### config.mk
export PLATFORM = sky130hd
export DESIGN_NAME = mem_port_arbiter
export DESIGN_NICKNAME = d
export VERILOG_FILES = /design/src/rtl/mem_arb_pkg.sv /design/src/rtl/arb_pick.sv /design/src/rtl/mem_port_arbiter.sv
export SDC_FILE = /design/constraint.sdc
export NUM_CORES = 1
export LEC_CHECK = 0
export CAP_MARGIN = 20
export CORE_ASPECT_RATIO = 1.75
export CORE_MARGIN = 2
export CORE_UTILIZATION = 40
export CTS_CLUSTER_DIAMETER = 30
export CTS_CLUSTER_SIZE = 24
export DETAILED_ROUTE_END_ITERATION = 8
export GPL_ROUTABILITY_DRIVEN = 0
export MAX_ROUTING_LAYER = met4
export PLACE_DENSITY = 0.89
export SLEW_MARGIN = 20
export SYNTH_ARGS = -nofsm -noshare
export SYNTH_HDL_FRONTEND = slang
export SYNTH_SLANG_ARGS = --single-unit
### constraint.sdc
create_clock -name clk_i -period 2 [get_ports clk_i]
set_input_delay 0.4 -clock clk_i [delete_from_list [all_inputs] [get_ports clk_i]]
set_output_delay 0.4 -clock clk_i [all_outputs]
set_load 0.01 [all_outputs]
### src/rtl/mem_arb_pkg.sv
// rtl/mem_arb_pkg.sv - shared types and constants for the unified-memory port arbiter
// Purpose: FSM state encoding, access-owner encoding, starvation-streak width and the
//   default STARVE_LIMIT used by mem_port_arbiter and arb_pick.
// Ports: none (package).
package mem_arb_pkg;

  typedef enum logic [1:0] {
    IDLE  = 2'd0,
    ISSUE = 2'd1,
    RESP  = 2'd2
  } state_t;

  typedef enum logic {
    OWN_IF = 1'b0,
    OWN_DM = 1'b1
  } owner_t;

  // Streak counter width; STARVE_LIMIT must fit in it (<= 255).
  localparam int STREAK_W         = 8;
  localparam int STARVE_LIMIT_DEF = 4;

endpackage

### src/rtl/arb_pick.sv
// rtl/arb_pick.sv - combinational tie-break between fetch and data requests
// Purpose: decides whether an IDLE-cycle request is granted and which port wins.
// Ports:
//   if_req     in   fetch request level
//   dm_req     in   data request level
//   dm_streak  in   consecutive contended data grants so far
//   grant      out  some port is requesting
//   pick_dm    out  1 = data port wins, 0 = fetch port wins
module arb_pick
  import mem_arb_pkg::*;
#(
  parameter int STARVE_LIMIT = STARVE_LIMIT_DEF
) (
  input  logic                if_req,
  input  logic                dm_req,
  input  logic [STREAK_W-1:0] dm_streak,
  output logic                grant,
  output logic                pick_dm
);

  assign grant = if_req | dm_req;

  // Data wins ties until it has won STARVE_LIMIT contended grants in a row;
  // with STARVE_LIMIT = 0 the streak always equals the limit, so fetch wins every tie.
  assign pick_dm = dm_req & (~if_req | (dm_streak != STREAK_W'(STARVE_LIMIT)));

endmodule

### src/rtl/mem_port_arbiter.sv
// rtl/mem_port_arbiter.sv - shares one variable-latency memory between fetch and data ports
// Purpose: arbitrates the fetch (read-only) and data (read/write) ports onto a single memory
//   request/acknowledge interface, returns registered read data and per-port stalls.
// Optional feature: define MEM_ARB_PERF_CNT_EN to add grant/conflict performance counters.
// Ports:
//   clk_i, rst_i                        clock, synchronous active-high reset
//   if_req_i/if_addr_i                  fetch request, address (held until if_ack_o)
//   if_ack_o/if_rdata_o                 fetch done pulse, fetched word (registered)
//   dm_req_i/dm_we_i/dm_addr_i/dm_wdata_i  data request, write enable, address, store data
//   dm_ack_o/dm_rdata_o                 data done pulse, load data (registered)
//   mem_req_o/mem_we_o/mem_addr_o/mem_wdata_o  memory request (held until mem_ack_i)
//   mem_ack_i/mem_rdata_i               memory done, read data
//   if_stall_o/dm_stall_o               per-port stall to pipeline
//   perf_if_grant_o/perf_dm_grant_o/perf_conflict_o  counters (MEM_ARB_PERF_CNT_EN only)
//   busy_o                              arbiter not idle
module mem_port_arbiter
  import mem_arb_pkg::*;
#(
  parameter int AW           = 32,
  parameter int DW           = 32,
  parameter int STARVE_LIMIT = STARVE_LIMIT_DEF
) (
  input  logic          clk_i,
  input  logic          rst_i,
  input  logic          if_req_i,
  input  logic [AW-1:0] if_addr_i,
  output logic          if_ack_o,
  output logic [DW-1:0] if_rdata_o,
  input  logic          dm_req_i,
  input  logic          dm_we_i,
  input  logic [AW-1:0] dm_addr_i,
  input  logic [DW-1:0] dm_wdata_i,
  output logic          dm_ack_o,
  output logic [DW-1:0] dm_rdata_o,
  output logic          mem_req_o,
  output logic          mem_we_o,
  output logic [AW-1:0] mem_addr_o,
  output logic [DW-1:0] mem_wdata_o,
  input  logic          mem_ack_i,
  input  logic [DW-1:0] mem_rdata_i,
  output logic          if_stall_o,
  output logic          dm_stall_o,
`ifdef MEM_ARB_PERF_CNT_EN
  output logic [31:0]   perf_if_grant_o,
  output logic [31:0]   perf_dm_grant_o,
  output logic [31:0]   perf_conflict_o,
`endif
  output logic          busy_o
);

  state_t              state_q, state_d;
  owner_t              owner_q, owner_d;
  logic [STREAK_W-1:0] streak_q, streak_d;
  logic [AW-1:0]       addr_q, addr_d;
  logic                we_q, we_d;
  logic [DW-1:0]       wdata_q, wdata_d;
  logic [DW-1:0]       if_rdata_q, if_rdata_d;
  logic [DW-1:0]       dm_rdata_q, dm_rdata_d;
  logic                grant;
  logic                pick_dm;

  arb_pick #(.STARVE_LIMIT(STARVE_LIMIT)) u_pick (
    .if_req    (if_req_i),
    .dm_req    (dm_req_i),
    .dm_streak (streak_q),
    .grant     (grant),
    .pick_dm   (pick_dm)
  );

  always_comb begin
    state_d    = state_q;
    owner_d    = owner_q;
    streak_d   = streak_q;
    addr_d     = addr_q;
    we_d       = we_q;
    wdata_d    = wdata_q;
    if_rdata_d = if_rdata_q;
    dm_rdata_d = dm_rdata_q;
    unique case (state_q)
      IDLE: begin
        if (grant) begin
          state_d = ISSUE;
          if (pick_dm) begin
            owner_d = OWN_DM;
            addr_d  = dm_addr_i;
            we_d    = dm_we_i;
            wdata_d = dm_wdata_i;
            // Only a data grant that made fetch wait extends the streak.
            if (!if_req_i)
              streak_d = '0;
            else if (streak_q != STREAK_W'(STARVE_LIMIT))
              streak_d = streak_q + 1'b1;
          end else begin
            owner_d  = OWN_IF;
            addr_d   = if_addr_i;
            we_d     = 1'b0;
            wdata_d  = '0;
            streak_d = '0;
          end
        end
      end
      ISSUE: begin
        if (mem_ack_i) begin
          state_d = RESP;
          if (owner_q == OWN_IF)
            if_rdata_d = mem_rdata_i;
          else if (!we_q)
            dm_rdata_d = mem_rdata_i;
        end
      end
      RESP:    state_d = IDLE;
      default: state_d = IDLE;
    endcase
  end

  always_ff @(posedge clk_i) begin
    if (rst_i) begin
      state_q    <= IDLE;
      owner_q    <= OWN_IF;
      streak_q   <= '0;
      addr_q     <= '0;
      we_q       <= 1'b0;
      wdata_q    <= '0;
      if_rdata_q <= '0;
      dm_rdata_q <= '0;
    end else begin
      state_q    <= state_d;
      owner_q    <= owner_d;
      streak_q   <= streak_d;
      addr_q     <= addr_d;
      we_q       <= we_d;
      wdata_q    <= wdata_d;
      if_rdata_q <= if_rdata_d;
      dm_rdata_q <= dm_rdata_d;
    end
  end

  assign mem_req_o   = (state_q == ISSUE);
  assign mem_we_o    = we_q;
  assign mem_addr_o  = addr_q;
  assign mem_wdata_o = wdata_q;
  assign if_ack_o    = (state_q == RESP) && (owner_q == OWN_IF);
  assign dm_ack_o    = (state_q == RESP) && (owner_q == OWN_DM);
  assign if_rdata_o  = if_rdata_q;
  assign dm_rdata_o  = dm_rdata_q;
  assign if_stall_o  = if_req_i & ~if_ack_o;
  assign dm_stall_o  = dm_req_i & ~dm_ack_o;
  assign busy_o      = (state_q != IDLE);

`ifdef MEM_ARB_PERF_CNT_EN
  logic [31:0] perf_if_q, perf_dm_q, perf_cf_q;

  always_ff @(posedge clk_i) begin
    if (rst_i) begin
      perf_if_q <= '0;
      perf_dm_q <= '0;
      perf_cf_q <= '0;
    end else if (state_q == IDLE) begin
      if (grant && pick_dm)  perf_dm_q <= perf_dm_q + 32'd1;
      if (grant && !pick_dm) perf_if_q <= perf_if_q + 32'd1;
      if (if_req_i && dm_req_i) perf_cf_q <= perf_cf_q + 32'd1;
    end
  end

  assign perf_if_grant_o = perf_if_q;
  assign perf_dm_grant_o = perf_dm_q;
  assign perf_conflict_o = perf_cf_q;
`endif

endmodule

Yosys cells after proc, flatten, opt, wreduce, memory -nomap -nowiden. Index checks and enable logic that the tools add are counted.

Flip-flop bits (word level): 140. Bits of input ports: 134. Word-level logic and storage cells: 44.

Add/sub/neg operators: 1. Equality and inequality tests: 6. Mux-type cells: 10. Bitwise logic cells: 10. Reductions and logical operators: 9.

Operator list (count): 32-bit two-way mux (2); 8-bit two-way mux (3); 8-bit by 1-bit adder with 8-bit output (second input constant) (1); 8-bit by 3-bit inequality test with 1-bit output (second input constant) (1); 3-bit AND reduction (2); 1-bit NOT (5); 2-bit two-way mux (2); 2-bit one-hot mux with 2 select lines (1); 2-bit AND reduction (2); 4-bit AND reduction (1); 1-bit AND (3); 3-bit by 2-bit inequality test with 1-bit output (second input constant) (1); 2-bit by 1-bit == test with 1-bit output (second input constant) (1); 2-bit == test (second input constant) (1); 1-bit logical AND (2); 2-bit logical NOT (1); 1-bit two-way mux (2); 2-bit by 1-bit inequality test with 1-bit output (second input constant) (1); 2-bit inequality test (second input constant) (1); 1-bit OR (2); 2-bit nonzero test (1).

Longest topological paths before layout. Gate-level depths: netlist of the first run.

Depth in word-level cells: 5. Depth in mapped cells: 8.

Hierarchy. From an unflattened synthesis of the first run, not the netlist that was laid out.

Cells, all modules: 646. Area, all modules: 5368.9 µm².

Modules (own cells, without submodules): mem_port_arbiter (times used 1, cells an instance 642, area an instance 5336.4 µm²); arb_pick (times used 1, cells an instance 4, area an instance 32.5 µm²).

Worst setup path after synthesis of the first run. OpenSTA, ideal clock, no wires.

Path type: flip-flop to flip-flop. Start: reg streak_q[4]. End: reg addr_q[31] (netlist: mem_addr_o[31]). Library setup time: 134 ps. Data arrival time: 1587 ps. Path slack: 279 ps. Cell stages (with the launch flop): 8. Path buffers: 3. Clock period less this slack: 1721 ps. Cells stage by stage: dfxtp_1 -> buf_2 -> or4b_4 -> o21a_1 -> buf_6 -> buf_6 -> a21oi_1 -> a211oi_1.

Longest elaborated chain between the ends: 4.

RTL lines: start: declaration (line mem_port_arbiter.sv:53) `logic [STREAK_W-1:0] streak_q, streak_d;`; start signal: assignment (line mem_port_arbiter.sv:129) `streak_q <= streak_d;`; 8-bit by 3-bit inequality test with 1-bit output (line arb_pick.sv:25) `assign pick_dm = dm_req & (~if_req | (dm_streak != STREAK_W'(STARVE_LIMIT)));`; 1-bit OR (line arb_pick.sv:25); 1-bit AND (line arb_pick.sv:25); 32-bit two-way mux (line mem_port_arbiter.sv:83) `if (pick_dm) begin`; end signal: assignment (line mem_port_arbiter.sv:130) `addr_q <= addr_d;`; end: declaration (line mem_port_arbiter.sv:54) `logic [AW-1:0] addr_q, addr_d;`.

Every way passes these cells. A chain may end at the register's enable or synchronous reset.

Final worst setup path of the first run.
Start: in if_req_i. End: reg addr_q[3] (netlist: mem_addr_o[3]).

Longest elaborated chain between the ends: 4. Elaborated cells between the ends (all ways): 6.

RTL lines: start: declaration (line mem_port_arbiter.sv:25) `input logic if_req_i,`; 1-bit NOT (line arb_pick.sv:25); 1-bit OR (line arb_pick.sv:25); 1-bit AND (line arb_pick.sv:25); 32-bit two-way mux (line mem_port_arbiter.sv:83).

Several ways; a longest one is shown, not always the timed one.

==> results of run 1 <==
-- how the worst max path moves through the flow --
stage | slack [ns] | end | cells past startpoint
2_1_floorplan | 0.28 | mem_addr_o[31] | 7
3_3_place_gp | -0.20 | mem_addr_o[4] | 6
3_5_place_dp | -0.33 | mem_addr_o[3] | 6
4_1_cts | 0.08 | mem_addr_o[3] | 6
5_1_grt | 0.01 | mem_addr_o[3] | 6
6_report | 0.05 | mem_addr_o[3] | 6
-- power by group --
group | total (mW) | internal [mW] | switching (mW)
logic | 1.28 | 0.703 | 0.577
clock network | 3.35 | 2.13 | 1.22
registers | 3.03 | 2.94 | 0.0847
total | 7.66 | 5.78 | 1.88
-- critical path, cell delays in order --
cell	delay [ns]
clkdlybuf4s50_1	0.53
or4b_4	0.49
o21a_2	0.25
buf_4	0.22
a21oi_1	0.21
a211oi_1	0.12
-- metal layers --
metal	part of all wire (%)	vias to the layer above	GRT usage (%)
met5	0	-	-
met4	4.0	0	12.7
met3	5.4	39	5.09
met2	53	212	44.3
met1	37	2623	25.8
li1	-	2817	-
-- area by class of cell --
cell class	instances	share of cell area, %
clock buffer	19	4.90
tap	174	2.41
multi-input combinational	488	26.3
clock inverter	13	2.08
sequential	140	31.0
inverter	2	0.0831
timing repair buffer	291	33.1
-- flip-flops by register name, summed over array words and instances (netlist names) --
register	cells
mem_addr_o	32
streak_q	8
mem_wdata_o	32
mem_we_o	1
if_rdata_o	32
dm_rdata_o	32
owner_q	1
state_q	2
-- through the flow --
step	power, mW	setup slack [ns]	hold WS, ns	instance area (um^2)
finish	7.66	0.0523	0.330	9040
global route	7.97	0.0140	0.319	9040
global placement	4.34	-0.204	0.440	8390
CTS	7.72	0.0795	0.320	9040
detailed placement	4.37	-0.331	0.446	8390
floorplan	3.59	0.279	0.481	5410
-- cell families (layout without fill, tap and decap cells) --
group | after synthesis | count (layout) | share of synthesized area, %
and+or+nand+nor | 308 | 308 | 23.8
buffers and inverters | 59 | 325 | 4.81
muxes | 1 | 1 | 0.185
adders and majority gates | 2 | 2 | 0.463
AOI/OAI and AO/OA | 177 | 177 | 18.9
DFF | 140 | 140 | 51.8
-- cells in the final DEF, fill, tap and decap left out, types with 3 or more instances in the layout --
cell and instances:
buf_4 12, nand2_1 208, nand3b_1 3, nor3_1 3, clkdlybuf4s50_1 261, nor2_1 37, a21oi_2 9, clkbuf_16 17
dfxtp_1 138, bufinv_16 4, dlygate4sd2_1 6, inv_6 3, buf_12 12, a211oi_1 34, or2_2 3, clkinvlp_4 3
nand3_1 37, a31oi_1 5, a21oi_1 123
==> results_dict.tcl, run 1 <==
set metrics [dict create \
    timing.rr.start "streak_q[0]" \
    cts_tree "built" \
    r2r_cells 7 \
    leakagePower_nw 3.23 \
    cts_max_path_buffers 2 \
    grt_overflow_total 0 \
    dr.pass1.iters 7 \
    grt_max_degree 75 \
    hold_end "mem_addr_o[22]" \
    stdcell_count 1127 \
    via_per_inst 5.05 \
    maxSlewViolCount 0 \
    crit_arrival_ns 2.22 \
    final.setup.tns_ns 0 \
    rsz0062_at_grt "false" \
    drt_wl_total_um 17700 \
    max_cap_violations 0 \
    pin_count 269 \
    hpwlAfterDp_um 12600 \
    relSlewSlack_pct 75.8 \
    worstPathRequired_ns 2.28 \
    layout-drive-gt1-share_pct 8.18 \
    worstSetupPathType "primary input to flip-flop" \
    clkSlewWorstSetupHoldPaths_ns 0.06 \
    drt_iter0_markers 263 \
    cts_resized 12 \
    worstMarginPinSlew_ns 0.358 \
    hold_path_depth 2 \
    synth_fp_nets 823 \
    ys_ff_latch 140 \
    cts.sinks 140 \
    min_period_ns 1.95 \
    drtAntennaViolNets 0 \
    synth_top_area_share_pct 51.8 \
    wl_per_cell_um 15.7 \
    post_cts_buffers 0 \
    ys_types 35 \
    worst-path-max-fanout 25 \
    r2r_setup_slack_ns 0.16 \
    synthArstFlopShare_pct 0 \
    finalCritPeriodShare_pct 97.4 \
    clock_latency_ns 0.40 \
    crit_path_start_kind "primary input" \
    powerDensity_nw_per_um2 847 \
    min_from "rst_i" \
    setup_viol 0 \
    netlist_instances 687 \
    yosysSeqAreaShare_pct 51.8 \
    worst_r2r_endpoint "mem_addr_o[3]" \
    clock-root-buffer "clkbuf_16" \
    die-area_um2 14500 \
    num_rows 56 \
    grt_pass1_wl_um 27900 \
    initial_core_util_pct 40.6 \
    synth_edf_count 0 \
    fmax_mhz 513 \
    core_area_um2 13300 \
    diodes 0 \
    n_fill_cell 1046 \
    status "finished clean" \
    die_h_um 158 \
    cts-htree-levels 4 \
    gr-usage-all-layers_pct 24.9 \
    die_width_um 91.9 \
    final_util_pct 67.9 \
    hold_path_class "primary input to flip-flop" \
    yosysWarnings 0 \
    grt_pass1_vias 5623 \
    yosysTopAreaCell "dfxtp_1" \
    register_area_um2 2810 \
    skew_ns 0.0107 \
    drc 0 \
    portBuffers 268 \
    cts-buffers-inserted 17 \
    yosysMostFrequentCell "nand2_1" \
    ys.flop_type "dfxtp_1" \
    syn-cell-area_um2 5410 \
    ctsHoldBuffers 0 \
    endpoint_kind "flip-flop" \
    antenna_found_initial 0 \
    dp.cells 1095 \
    vias 5691 \
    area_delta_synth_final_pct 67.1 \
    crit_start "if_req_i" \
    final_hold_viol_count 0 \
    synthTopCellsByCount "208 x nand2_1, 140 x dfxtp_1, 123 x a21oi_1, 39 x clkbuf_1, 39 x nor2_1" \
    multi_input_area_um2 2380 \
    ir_drop_uv 594 \
    fin_nets 1076 \
    synth_area_leaders "dfxtp_1 52%, nand2_1 14%, a21oi_1 11%, a211oi_1 4.7%, nand3_1 3.4%" \
    syn_area_per_cell_um2 7.87 \
]
Note: power is estimated with default switching activity, not from simulation.
==> inputs of run 2 (changes only) <==
--- a/config.mk
+++ b/config.mk
@@ -15,7 +15,8 @@
 export GPL_ROUTABILITY_DRIVEN = 0
 export MAX_ROUTING_LAYER = met4
 export PLACE_DENSITY = 0.89
-export SLEW_MARGIN = 20
+export SKIP_LAST_GASP = 1
+export SLEW_MARGIN = 0
 export SYNTH_ARGS = -nofsm -noshare
 export SYNTH_HDL_FRONTEND = slang
 export SYNTH_SLANG_ARGS = --single-unit
==> results_dict.tcl, run 2 (synthesis gave the netlist of run 1 again) <==
set metrics [dict create \
    status "finished clean" \
    timing.rr.start "streak_q[0]" \
    wl_per_cell_um 15.7 \
    worstMarginPinSlew_ns 0.358 \
    crit_path_start_kind "primary input" \
    skew_ns 0.0107 \
    die_width_um 91.9 \
    r2r_setup_slack_ns 0.16 \
    min_period_ns 1.95 \
    area_delta_synth_final_pct 67.2 \
    grt_max_degree 75 \
    dr.pass1.iters 7 \
    wl_met2_um 9460 \
    antenna_found_initial 0 \
    die-area_um2 14500 \
    grt_overflow_total 0 \
    place_area_um2 8390 \
    leakagePower_nw 3.24 \
    maxSlewViolCount 0 \
    setup_viol 0 \
    endpoint_kind "flip-flop" \
    cp_cell_sequence "clkdlybuf4s50_1 -> or4b_4 -> o21a_2 -> buf_4 -> a21oi_1 -> a211oi_1" \
    worstSetupPathType "primary input to flip-flop" \
    finalPower_mw 7.66 \
    multi_input_area_um2 2380 \
    max_cap_violations 0 \
    final_common_cell "clkdlybuf4s50_1" \
    critPathTopFamily "buffers and inverters" \
    worst_r2r_endpoint "mem_addr_o[3]" \
    diodes 0 \
    drt_wl_total_um 17700 \
    clock_latency_ns 0.40 \
    hold_path_depth 2 \
    finalCritPeriodShare_pct 97.4 \
    hold_path_class "primary input to flip-flop" \
    path_buf_inv 2 \
    core_area_um2 13300 \
    slowest_delay_ns 0.53 \
    gr-usage-all-layers_pct 24.9 \
    wl_met3_um 972 \
    cts_tree "built" \
    rsz0062_at_grt "false" \
    stdcell_count 1127 \
    post_cts_buffers 0 \
    cts_max_path_buffers 2 \
    register_area_um2 2810 \
    holdWs_ns 0.330 \
    ir_drop_uv 594 \
    layout_common_cells "261 x clkdlybuf4s50_1, 208 x nand2_1, 137 x dfxtp_1" \
    worstPathRequired_ns 2.28 \
    hpwlAfterDp_um 12600 \
    layout-drive-gt1-share_pct 8.29 \
    pin_count 269 \
    dp.cells 1095 \
    powerDensity_nw_per_um2 847 \
    num_rows 56 \
    final_hold_viol_count 0 \
    initial_core_util_pct 40.6 \
    cts.sinks 140 \
    crit_start "if_req_i" \
    die_h_um 158 \
    portBuffers 268 \
    vias 5693 \
    relSlewSlack_pct 75.8 \
    cts-buffers-inserted 17 \
    worst-path-max-fanout 25 \
    grt_pass1_wl_um 27900 \
    hold_end "mem_addr_o[22]" \
    cp_slowest_cell "clkdlybuf4s50_1" \
    fin_area_um2 9040 \
    min_from "rst_i" \
    n_fill_cell 1045 \
    finalWorstSetupSlack_ns 0.0523 \
    clock-root-buffer "clkbuf_16" \
    grt_pass1_vias 5623 \
    top_layer_used "met4" \
    drtAntennaViolNets 0 \
    clkSlewWorstSetupHoldPaths_ns 0.06 \
    fin_nets 1076 \
    drt_iter0_markers 263 \
    r2r_cells 7 \
    fmax_mhz 513 \
    cts-htree-levels 4 \
    drc 0 \
    via_per_inst 5.05 \
    crit_arrival_ns 2.22 \
    dp_slack_ns -0.331 \
    m1WireLength_um 6580 \
]
-- run 2: cell types whose count changed in the layout (fill, tap and decap cells not counted) --
cell	previous run	this run
dlygate4sd2_1	6	5
dfxtp_1	138	137
dlymetal6s2s_1	0	1
dfxtp_2	2	3
-- run 2: worst max-delay path by stage --
stage                           to  slack, ns  depth (start not counted)
global placement     mem_addr_o[4]      -0.20                          6
global route         mem_addr_o[3]       0.01                          6
detailed placement   mem_addr_o[3]      -0.33                          6
CTS                     if_stall_o      -0.06                          3
floorplan           mem_addr_o[31]       0.28                          7
finish               mem_addr_o[3]       0.05                          6
-- run 2: per-stage QoR --
step | util [%] | TNS (ns)
3_3_place_gp | 63.0 | -8.46
4_1_cts | 67.9 | -0.0592
5_1_grt | 67.9 | 0
3_5_place_dp | 63.0 | -11.65
2_1_floorplan | - | 0
6_report | 67.9 | 0
-- run 2: area by class of cell --
class	instances	share of cell area, %
repair buffers	291	33.2
flip-flops and latches	140	31.0
multi-input cells	488	26.3
clock buffers	19	4.90
well taps	174	2.41
clock inverters	13	2.08
inverters	2	0.0830
-- run 2: what timing repair did --
action                     in CTS  in global routing
setup endpoints to repair       6                  1
hold buffers                    0                  0
gates resized for setup        11                  2
hold endpoints to repair        0                  0
-- run 2: layer usage --
layer,up-vias,GRT usage (%)
li1,2817,-
met2,221,44.3
met1,2614,25.8
met3,41,5.09
met5,-,-
met4,0,12.7
-- run 2: power breakdown --
group / internal (mW) / leakage [nW] / switching, mW
Combinational: 0.703 / 1.80 / 0.577
Clock: 2.13 / 0.300 / 1.22
Sequential: 2.94 / 1.14 / 0.0846
Total: 5.78 / 3.24 / 1.88
